## config.mk

```make
export PLATFORM = sky130hd
export DESIGN_NAME = jk_register_bank
export DESIGN_NICKNAME = d
export VERILOG_FILES = /design/src/rtl/jk_pkg.sv /design/src/rtl/jk_cell.sv /design/src/rtl/jk_register_bank.sv
export SDC_FILE = /design/constraint.sdc
export NUM_CORES = 1
export LEC_CHECK = 0
export ABC_AREA = 0
export CAP_MARGIN = 20
export CORE_AREA = 4 4 69 71
export DETAILED_ROUTE_END_ITERATION = 16
export DIE_AREA = 0 0 73 75
export GPL_ROUTABILITY_DRIVEN = 0
export PLACE_DENSITY = 0.56
export SYNTH_ARGS = -nofsm -noshare
export SYNTH_HDL_FRONTEND = slang
export SYNTH_SLANG_ARGS = --single-unit
```

## constraint.sdc

```tcl
create_clock -name clk -period 2.4 [get_ports clk]
set_input_delay 0.24 -clock clk [delete_from_list [all_inputs] [get_ports clk]]
set_output_delay 0.24 -clock clk [all_outputs]
set_load 0.05 [all_outputs]
```

## src/rtl/jk_pkg.sv

```systemverilog
// Shared definitions for JK-style sequential blocks: mode encodings and the
// per-cell JK action encoding with its next-state helper.
package jk_pkg;

   localparam logic [1:0] MODE_JK = 2'b00;
   localparam logic [1:0] MODE_UP = 2'b01;
   localparam logic [1:0] MODE_DN = 2'b10;
   localparam logic [1:0] MODE_LD = 2'b11;

   typedef enum logic [1:0] {
      JK_HOLD = 2'b00,
      JK_CLR  = 2'b01,
      JK_SET  = 2'b10,
      JK_TGL  = 2'b11
   } jk_action_e;

   function automatic logic jk_next(input logic q, input logic j, input logic k);
      logic nxt;
      case (jk_action_e'({j, k}))
         JK_HOLD: nxt = q;
         JK_CLR:  nxt = 1'b0;
         JK_SET:  nxt = 1'b1;
         JK_TGL:  nxt = ~q;
         default: nxt = q;
      endcase
      return nxt;
   endfunction

endpackage

```

## src/rtl/jk_cell.sv

```systemverilog
// Single-bit JK flip-flop with asynchronous active-low reset to a
// parameterised value.
module jk_cell
   import jk_pkg::*;
#(
   parameter logic RESET_VAL = 1'b0
) (
   input  logic clk,
   input  logic rst_n,
   input  logic j,
   input  logic k,
   output logic q
);

   logic q_d;
   logic q_q;

   // Next-state from the JK action table
   always_comb begin
      q_d = jk_next(q_q, j, k);
   end

   // State register
   always_ff @(posedge clk or negedge rst_n) begin
      if (!rst_n) begin
         q_q <= RESET_VAL;
      end else begin
         q_q <= q_d;
      end
   end

   assign q = q_q;

endmodule

```

## src/rtl/jk_register_bank.sv

```systemverilog
// WIDTH-bit register of JK cells: per-bit JK, up/down counting via toggle
// chains, and parallel load, with registered wrap and change flags.
module jk_register_bank
   import jk_pkg::*;
#(
   parameter int               WIDTH     = 8,
   parameter logic [WIDTH-1:0] RESET_VAL = {WIDTH{1'b0}}
) (
   input  logic             clk,
   input  logic             rst_n,
   input  logic             en,
   input  logic [1:0]       mode,
   input  logic [WIDTH-1:0] j,
   input  logic [WIDTH-1:0] k,
   input  logic [WIDTH-1:0] d,
   output logic [WIDTH-1:0] q,
   output logic             wrap,
   output logic             chg
);

   logic [WIDTH-1:0] q_s;
   logic [WIDTH-1:0] t_up_s;
   logic [WIDTH-1:0] t_dn_s;
   logic             run_up_s;
   logic             run_dn_s;
   logic [WIDTH-1:0] j_eff_s;
   logic [WIDTH-1:0] k_eff_s;
   logic [WIDTH-1:0] q_nxt_s;
   logic             wrap_d;
   logic             wrap_q;
   logic             chg_d;
   logic             chg_q;

   // Toggle chains: bit i toggles when all lower bits are ones (up) or zeros (down)
   always_comb begin
      t_up_s   = {WIDTH{1'b0}};
      t_dn_s   = {WIDTH{1'b0}};
      run_up_s = 1'b1;
      run_dn_s = 1'b1;
      for (int i = 0; i < WIDTH; i++) begin
         t_up_s[i] = run_up_s;
         t_dn_s[i] = run_dn_s;
         run_up_s  = run_up_s & q_s[i];
         run_dn_s  = run_dn_s & ~q_s[i];
      end
   end

   // Mode decode into effective J/K vectors; disabled means hold everywhere
   always_comb begin
      j_eff_s = {WIDTH{1'b0}};
      k_eff_s = {WIDTH{1'b0}};
      if (en) begin
         case (mode)
            MODE_JK: begin
               j_eff_s = j;
               k_eff_s = k;
            end
            MODE_UP: begin
               j_eff_s = t_up_s;
               k_eff_s = t_up_s;
            end
            MODE_DN: begin
               j_eff_s = t_dn_s;
               k_eff_s = t_dn_s;
            end
            MODE_LD: begin
               j_eff_s = d;
               k_eff_s = ~d;
            end
            default: begin
               j_eff_s = {WIDTH{1'b0}};
               k_eff_s = {WIDTH{1'b0}};
            end
         endcase
      end else begin
         j_eff_s = {WIDTH{1'b0}};
         k_eff_s = {WIDTH{1'b0}};
      end
   end

   genvar g;
   generate
      for (g = 0; g < WIDTH; g++) begin : g_cell
         jk_cell #(
            .RESET_VAL (RESET_VAL[g])
         ) u_cell (
            .clk   (clk),
            .rst_n (rst_n),
            .j     (j_eff_s[g]),
            .k     (k_eff_s[g]),
            .q     (q_s[g])
         );
      end
   endgenerate

   // Predicted next q (mirrors the cells) and the wrap condition for the flags
   always_comb begin
      q_nxt_s = q_s;
      for (int i = 0; i < WIDTH; i++) begin
         q_nxt_s[i] = jk_next(q_s[i], j_eff_s[i], k_eff_s[i]);
      end
      chg_d  = (q_nxt_s != q_s);
      wrap_d = 1'b0;
      if (en) begin
         case (mode)
            MODE_UP: wrap_d = &q_s;
            MODE_DN: wrap_d = ~|q_s;
            default: wrap_d = 1'b0;
         endcase
      end else begin
         wrap_d = 1'b0;
      end
   end

   // Flag registers
   always_ff @(posedge clk or negedge rst_n) begin
      if (!rst_n) begin
         wrap_q <= 1'b0;
         chg_q  <= 1'b0;
      end else begin
         wrap_q <= wrap_d;
         chg_q  <= chg_d;
      end
   end

   assign q    = q_s;
   assign wrap = wrap_q;
   assign chg  = chg_q;

endmodule
```

### Word level (Yosys, flattened, before mapping)

Cells that the tools add are included.

| word-level totals | value |
|---|---|
| bits in registers | 10 |
| input port bits | 29 |
| output and inout port bits | 10 |

| operators by class | value |
|---|---|
| equal/unequal tests | 28 |
| mux-type cells | 14 |
| bitwise gates (word level) | 21 |
| reduce and logical (&&, ||, !) cells | 12 |

Operators by type and width:

| kind | number |
|---|---|
| case mux 8 bit (4 select lines) | 2 |
| == test 2 bit, second input constant | 18 |
| case mux 1 bit (4 select lines) | 8 |
| == test 2 x 1 -> 1 bit, second input constant | 9 |
| logical NOT 2 bit | 9 |
| 2-to-1 mux 8 bit | 2 |
| AND 1 bit | 12 |
| != test 8 bit | 1 |
| inverter 1 bit | 8 |
| inverter 8 bit | 1 |
| AND reduction 8 bit | 1 |
| OR reduction 8 bit | 1 |
| case mux 1 bit (2 select lines) | 1 |
| logical NOT 1 bit | 1 |
| 2-to-1 mux 1 bit | 1 |

### Longest topological paths before layout

Gate-level depths: netlist of run 1.

| depth | value |
|---|---|
| word-level depth | 12 |
| gate-level depth with buffers | 10 |
| gate-level depth less buffers | 8 |

### Hierarchy

From an unflattened synthesis of run 1, not the netlist that was laid out.

| second synthesis, totals | value |
|---|---|
| cell total of the unflattened synthesis | 150 |
| area, all modules | 1194.9 um2 |

Modules (own cells, without submodules):

| module | times used | cells each | area an instance (um2) | seq. area each (um2) |
|---|---|---|---|---|
| jk_register_bank | 1 | 126 | 924.6 | 50.0 |
| jk_cell | 8 | 3 | 33.8 | 25.0 |

### Worst setup path before layout of run 1

No wires, ideal clock.

| timing | value |
|---|---|
| kind | flip-flop to flip-flop |
| start | register g_cell[3].u_cell.q_q |
| end | register g_cell[6].u_cell.q_q |
| library setup time | 144 ps |
| data arrival time | 1650 ps |
| slack | 607 ps |
| cell stages (with the launch flop) | 8 |
| cell sequence | dfrtp_1 > buf_6 > or4b_4 > nor3_2 > a211oi_1 > a2bb2o_1 > nand2_1 > o221ai_1 |

| between the ends | value |
|---|---|
| word-level cells in the longest chain between the ends | 8 |
| elaborated cells on any way between the ends | 16 |
| those cells by class | eq/ne (3); mux (5); bitwise (7); reduce/logical (1) |

RTL lines:

| element | RTL line | source |
|---|---|---|
| from (decl) | jk_cell.sv:16 | `logic q_q;` |
| from (signal assigned) | jk_cell.sv:28 | `q_q <= q_d;` |
| inverter 1 bit | jk_register_bank.sv:44 | `run_dn_s = run_dn_s & ~q_s[i];` |
| AND 1 bit (3 in series) | jk_register_bank.sv:44 |  |
| case mux 8 bit (4 select lines) | jk_register_bank.sv:53 | `case (mode)` |
| 2-to-1 mux 8 bit | jk_register_bank.sv:52 | `if (en) begin` |
| == test 2 bit, or another cell as far along | jk_pkg.sv:19 | `case (jk_action_e'({j, k}))` |
| case mux 1 bit (4 select lines) (*) | jk_pkg.sv:19 |  |
| net g_cell[6].u_cell.q_d | jk_cell.sv:15 | `logic q_d;` |
| to (signal assigned) | jk_cell.sv:28 |  |
| to (decl) | jk_cell.sv:16 |  |

The timed path passes the listed nets; every way through them passes the cells marked *.

### Worst setup path in the final report of run 1

| timing | value |
|---|---|
| start | input port mode[1] |
| end | register g_cell[6].u_cell.q_q |

| between the ends | value |
|---|---|
| word-level cells in the longest chain between the ends | 5 |
| elaborated cells on any way between the ends | 13 |
| those cells by class | eq/ne (6); mux (5); reduce/logical (2) |

RTL lines:

| element | RTL line | source |
|---|---|---|
| from (decl) | jk_register_bank.sv:12 | `input logic [1:0] mode,` |
| == test 2 bit, or another cell as far along | jk_register_bank.sv:53 |  |
| case mux 8 bit (4 select lines) | jk_register_bank.sv:53 |  |
| 2-to-1 mux 8 bit | jk_register_bank.sv:52 |  |
| == test 2 bit, or another cell as far along | jk_pkg.sv:19 |  |
| case mux 1 bit (4 select lines) (*) | jk_pkg.sv:19 |  |
| net g_cell[6].u_cell.q_d | jk_cell.sv:15 |  |

Marks and branches as above.

==> results.yml, run 1 <==
run_status:
  status: "finished, final reports clean"
finish:
  areaGrowthSynthToFinish_pct: 39.90
  n_antenna_cell: 0
  nets: 238
  fillers: 413
  layout-drive-gt1-share_pct: 11.27
  final_design_area_no_fill_sq_um: 1724
drt:
  final_antenna_net_count: 0
  wl_per_cell_um: 14.13
  routed_wl_um: 3618
  drc: 0
  firstDrtPassIters: 4
  via_count: 1355
  drt_iter0_drc: 78
  via_per_inst: 5.293
synth:
  async_reset_ff_share_pct: 100.0
  synth_edf_count: 0
  syn-cell-area_sq_um: 1232
  synth_ff_type: "dfrtp_1"
  synth_warnings: 0
  synth-seq-area-share_pct: 20.30
  synth_cell_types: 48
  ys_ff_latch: 10
  syn_area_per_cell_sq_um: 7.336
  synth_nets: 201
  postSynthCellCount: 168
setup_path:
  rr_worst_depth: 6
  worstPathCellList: "clkdlybuf4s50_1 -> ha_1 -> or4b_4 -> nor3_2 -> a211oi_1 -> a2bb2o_1 -> nand2_1 -> o221ai_1"
  r2r-end: "chg$_DFF_PN0_"
  cp_data_arrival_time_ns: 2.19
  crit_family: "simple AND/OR/NAND/NOR gates"
  endpoint_kind: "flop"
  r2r_slack_ns: 0.54
  cpPeakStageDelay_ns: 0.51
  critPathKind: "in2reg"
  cp_num_cells: 8
  start_kind: "input pin"
  cp_slowest_cell: "or4b_4"
  crit_buf_inv: 1
  crit_fanout: 5
  reg2reg_from: "g_cell[0].u_cell.q$_DFF_PN0_"
  cp.required_ns: 2.50
cts:
  clock_latency_ns: 0.24
  cts.reportedPaths.clkPinSlew_ns: 0.05
  clkSinkCount: 10
  cts_buffers: 3
  htreeDepth: 1
  tritoncts: "built"
  post-cts-setup-buffers: 0
  ctsLongestPathBuffers: 2
  clock-root-buffer: "clkbuf_8"
  post_cts_resize_count: 0
  cts_hold_buf: 0
placed_design:
  dpl_cell_area_sq_um: 1669
  io_buffers: 38
  dpl.hpwl_um: 2796
timing:
  setup_viol: 0
  timing.slew.headroom_pct: 64.04
  max_freq_mhz: 477.7
  finalHoldViolations: 0
  report.final.slew_viol_count: 0
  skew_ns: 0.003226
  tns_ns: 0
  rsz0062_at_grt: "no"
  period_share_pct: 87.23
  tightest_slew_ns: 0.5362
  period_minus_slack_ns: 2.094
power_and_ir_drop:
  power_leakage_uw: 0.0007195
  ir_drop_mv: 0.4403
  p_per_area_nw_per_um2: 818.8
floorplan:
  coreArea_sq_um: 4234
  chipWidth_um: 73
  die_h_um: 75
  start_util_pct: 29.11
  rows: 24
  die_area_sq_um: 5475
  ioPinCount: 39
global_route:
  grt_pass1_vias: 1294
  grt_max_degree: 21
  antenna_found_initial: 0
  grt_pass1_wl_um: 6044
  grtUsageTotal_pct: 14.07
  overflow: 0
worst_hold_path:
  hp-class: "in2async"
job:
  maxCapViolations: 0
-- sequential cells by signal, summed over array words and instances, names as in the netlist --
name and cells:
g_cell.u_cell.q 8, wrap 1, chg 1
-- worst reg2reg max path: cells and delay by family (launching register included) --
family	cells	cell delay, ns
compound gates	2	0.62
flops	1	0.57
simple gates	4	0.54
-- cells in the mapped netlist (all sizes together) (2+ instances only) --
library cell,count,area [sq um]
a211oi,3,22.52
a21o,2,15.01
a21oi,16,80.08
a311oi,2,17.52
buf,15,103.8
clkbuf,4,15.01
dfrtp,10,250.2
ha,4,50.05
inv,11,41.29
mux2i,3,30.03
nand2,13,48.80
nand2b,4,25.02
nand3,6,30.03
nand4,3,18.77
nor2,13,48.80
nor3,4,25.02
o211a,4,40.04
o211ai,7,52.55
o21ai,12,60.06
o22a,2,18.77
o22ai,6,37.54
or3,2,12.51
-- where the power goes --
part	total, uW	switching, uW	internal [uW]
clock network	220	75.0	145
logic	837	485	352
registers	354	123	231
-- cell usage in the layout, fill, tap and decap left out, types with 2 or more instances in the layout --
master,instances
a211oi_1,3
a21o_1,2
a21oi_1,16
a311oi_1,2
buf_4,12
clkbuf_8,4
clkdlybuf4s50_1,38
dfrtp_1,10
ha_1,4
inv_1,11
mux2i_1,3
nand2_1,13
nand2b_1,4
nand3_1,6
nand4_1,3
nor2_1,13
nor3_1,3
o211a_1,4
o211ai_1,7
o21ai_0,12
o22ai_1,6
or3_1,2
-- final cells by class --
type	instances	area [sq um]	share of cell area, %
Multi-Input combinational cell	128	822.0	47.68
Inverter	11	41.29	2.395
Sequential cell	10	250.2	14.51
Timing Repair Buffer	51	490.5	28.45
Clock buffer	4	55.05	3.193
Tap cell	52	65.06	3.774
-- worst max path at each step --
stage                            startpoint                      endpoint  slack [ns]
5_1_grt                             mode[1]                 chg$_DFF_PN0_        0.17
2_1_floorplan  g_cell[3].u_cell.q$_DFF_PN0_  g_cell[6].u_cell.q$_DFF_PN0_        0.61
4_1_cts                             mode[1]  g_cell[7].u_cell.q$_DFF_PN0_        0.31
6_report                            mode[1]  g_cell[6].u_cell.q$_DFF_PN0_        0.31
3_5_place_dp                        mode[1]  g_cell[7].u_cell.q$_DFF_PN0_        0.06
3_3_place_gp                        mode[0]                 chg$_DFF_PN0_        0.09
-- per-stage QoR --
step                      hold slack (ns)  util (%)  cells  total power (uW)  setup slack [ns]
after floorplan                  -0.05559         -    168             990.8            0.6066
after global placement             0.6015     39.42    252              1194           0.09308
after detailed placement           0.5944     39.42    252              1192           0.05628
after CTS                          0.3648     40.72    256              1421            0.3136
after global routing               0.3719     40.72    256              1518            0.1656
final                              0.3520     40.72    256              1412            0.3064
-- layer usage --
metal | routed length, um | global-route usage (%) | vias to the layer above
met5 | 0 | 0 | -
met4 | 15 | 2.459 | 0
met3 | 202 | 3.605 | 2
met2 | 1756 | 23.93 | 34
met1 | 1644 | 18.19 | 625
li1 | - | - | 694
-- cells by family after synthesis --
group	share of synthesized area, %
simple gates	24.27
flops	20.30
mux	3.350
fa+ha+maj	4.061
compound gates	35.03
buf+inv	12.99
No activity file was read; power rests on OpenSTA's default activity.
==> run 2, diff against run 1 <==
--- a/config.mk
+++ b/config.mk
@@ -11,6 +11,7 @@
 export DETAILED_ROUTE_END_ITERATION = 16
 export DIE_AREA = 0 0 73 75
 export GPL_ROUTABILITY_DRIVEN = 0
+export GPL_TIMING_DRIVEN = 0
 export PLACE_DENSITY = 0.56
 export SYNTH_ARGS = -nofsm -noshare
 export SYNTH_HDL_FRONTEND = slang
==> run 2 against run 1 <==
Register-to-register slack worse by 0.12 ns. Clock skew is 0.0034 ns higher. Sequential share of layout area is 0.43 points lower. Die area stayed put. Sequential cell count stayed put. Clock power is 2% higher. Critical endpoint is now chg$_DFF_PN0_. Largest power group unchanged.
==> results.yml, run 2 (synthesis results as in run 1) <==
cts:
  clock_latency_ns: 0.24
  cts.reportedPaths.clkPinSlew_ns: 0.06
  cts_buffers: 3
  clkSinkCount: 10
  htreeDepth: 1
  ctsLongestPathBuffers: 2
  clock-root-buffer: "clkbuf_8"
  tritoncts: "built"
  cts_hold_buf: 0
timing:
  skew_ns: 0.006581
  setup_viol: 0
  timing.slew.headroom_pct: 61.89
  tightest_slew_ns: 0.5682
  rsz0062_at_grt: "no"
  period_minus_slack_ns: 2.218
  report.final.slew_viol_count: 0
  period_share_pct: 92.44
  finalHoldViolations: 0
  whs_ns: 0.3403
  max_freq_mhz: 450.8
power_and_ir_drop:
  p_int_uw: 798.2
  power_leakage_uw: 0.0007381
  p_per_area_nw_per_um2: 847.7
  ir_drop_mv: 0.4040
  finalPower_uw: 1506
  switching_share_pct: 47.00
  sequentialPowerShare_pct: 21.2
  pwr-share-comb_pct: 63.9
  power.clock.fraction_pct: 14.9
  p_switching_uw: 707.9
global_route:
  grt_use_met2_pct: 22.05
  grt_pass1_vias: 1216
  grt_pass1_wl_um: 5768
  busiest_layer: "met2"
  grt_max_degree: 11
  antenna_found_initial: 0
  use_met3_pct: 3.204
  overflow: 0
  grtUsageTotal_pct: 13.55
  grtUsageMet1_pct: 18.23
setup_path:
  endpoint_kind: "flop"
  start_kind: "input pin"
  rr_worst_depth: 7
  cp.required_ns: 2.50
  crit_fanout: 5
  cp_data_arrival_time_ns: 2.32
  critPathKind: "in2reg"
finish:
  final_common_cell: "clkdlybuf4s50_1"
  layout-drive-gt1-share_pct: 14.69
  n_antenna_cell: 0
  final_cell_mix: "38 x clkdlybuf4s50_1, 16 x a21oi_1, 13 x nand2_1, 13 x nor2_1, 12 x o21ai_0"
  largest_register_ffs: 8
  nets: 245
  fin_util_pct: 41.96
  areaGrowthSynthToFinish_pct: 44.16
drt:
  via_per_inst: 5.221
  via_count: 1373
  firstDrtPassIters: 4
  routed_wl_um: 3684
  wl_per_cell_um: 14.01
  final_antenna_net_count: 0
  drt_iter0_drc: 82
  drc: 0
run_status:
  status: "finished, final reports clean"
floorplan:
  start_util_pct: 29.11
  chipWidth_um: 73
  coreArea_sq_um: 4234
  die_area_sq_um: 5475
  ioPinCount: 39
  rows: 24
  die_h_um: 75
placed_design:
  io_buffers: 38
  dpl.hpwl_um: 2883
job:
  maxCapViolations: 0
worst_hold_path:
  hp-class: "in2async"
==> run 2: changes by cell type in the layout (fill, tap and decap cells not counted), moves of 2 or more <==
cell      before  now
buf_6          0    2
nor3_1         3    1
buf_2          0    3
nor3_2         1    3
clkbuf_1       0    4
buf_4         12   10
==> run 2: per-stage QoR <==
stage          cell area [sq um]  TNS, ns  cells  setup WS (ns)
3_5_place_dp                1678  -0.1879    258        -0.1879
3_3_place_gp                1678  -0.1949    258        -0.1949
4_1_cts                     1733        0    262        0.05317
6_report                    1777        0    263         0.1815
2_1_floorplan               1232        0    168         0.6066
5_1_grt                     1777        0    263       0.001616
==> run 2: path summary, 6_finish.rpt <==
kind                                               from                            to  slack [ns]
max in group asynchronous                         rst_n  g_cell[6].u_cell.q$_DFF_PN0_        1.71
max reg2reg                g_cell[0].u_cell.q$_DFF_PN0_                 chg$_DFF_PN0_        0.42
max                                             mode[0]                 chg$_DFF_PN0_        0.18
min reg2reg                g_cell[7].u_cell.q$_DFF_PN0_  g_cell[7].u_cell.q$_DFF_PN0_        0.61
min                                               rst_n                wrap$_DFF_PN0_        0.34
min in group clk           g_cell[7].u_cell.q$_DFF_PN0_  g_cell[7].u_cell.q$_DFF_PN0_        0.61
==> run 2: layout make-up <==
type	count	area (sq um)
plain buffers	19	127.6
clock buffers	4	55.05
fillers	470	2457
inverters	11	41.29
multi-input cells	128	849.6
flip-flops and latches	10	250.2
well taps	52	65.06
repair buffers	39	387.9
==> run 2: what timing repair did <==
action	CTS	global route
buffers inserted	0	1
resized for setup	0	9
setup endpoints to repair	0	1
endpoints found under the hold margin	0	0
==> run 2: power groups by stage <==
stage	Sequential (uW)	Combinational, uW	Clock (uW)
3_3_place_gp	319	943	0
4_1_cts	316	950	228
2_1_floorplan	320	671	0
3_5_place_dp	319	945	0
6_report	319	963	225
5_1_grt	333	1030	236
==> run 2: per-layer routing <==
layer,vias to the layer above,wire length (um),part of all wire (%)
met2,46,1716,47
met4,0,45,1.2
met5,-,0,0
met3,8,208,5.6
met1,616,1713,46
li1,703,-,-
==> run 2: critical path: stages <==
cell	delay, ns
clkdlybuf4s50_1	0.51
inv_1	0.07
ha_1	0.26
or4b_4	0.25
nor4_1	0.05
a311oi_1	0.47
nor2_1	0.13
nor3_2	0.22
nand4_1	0.13
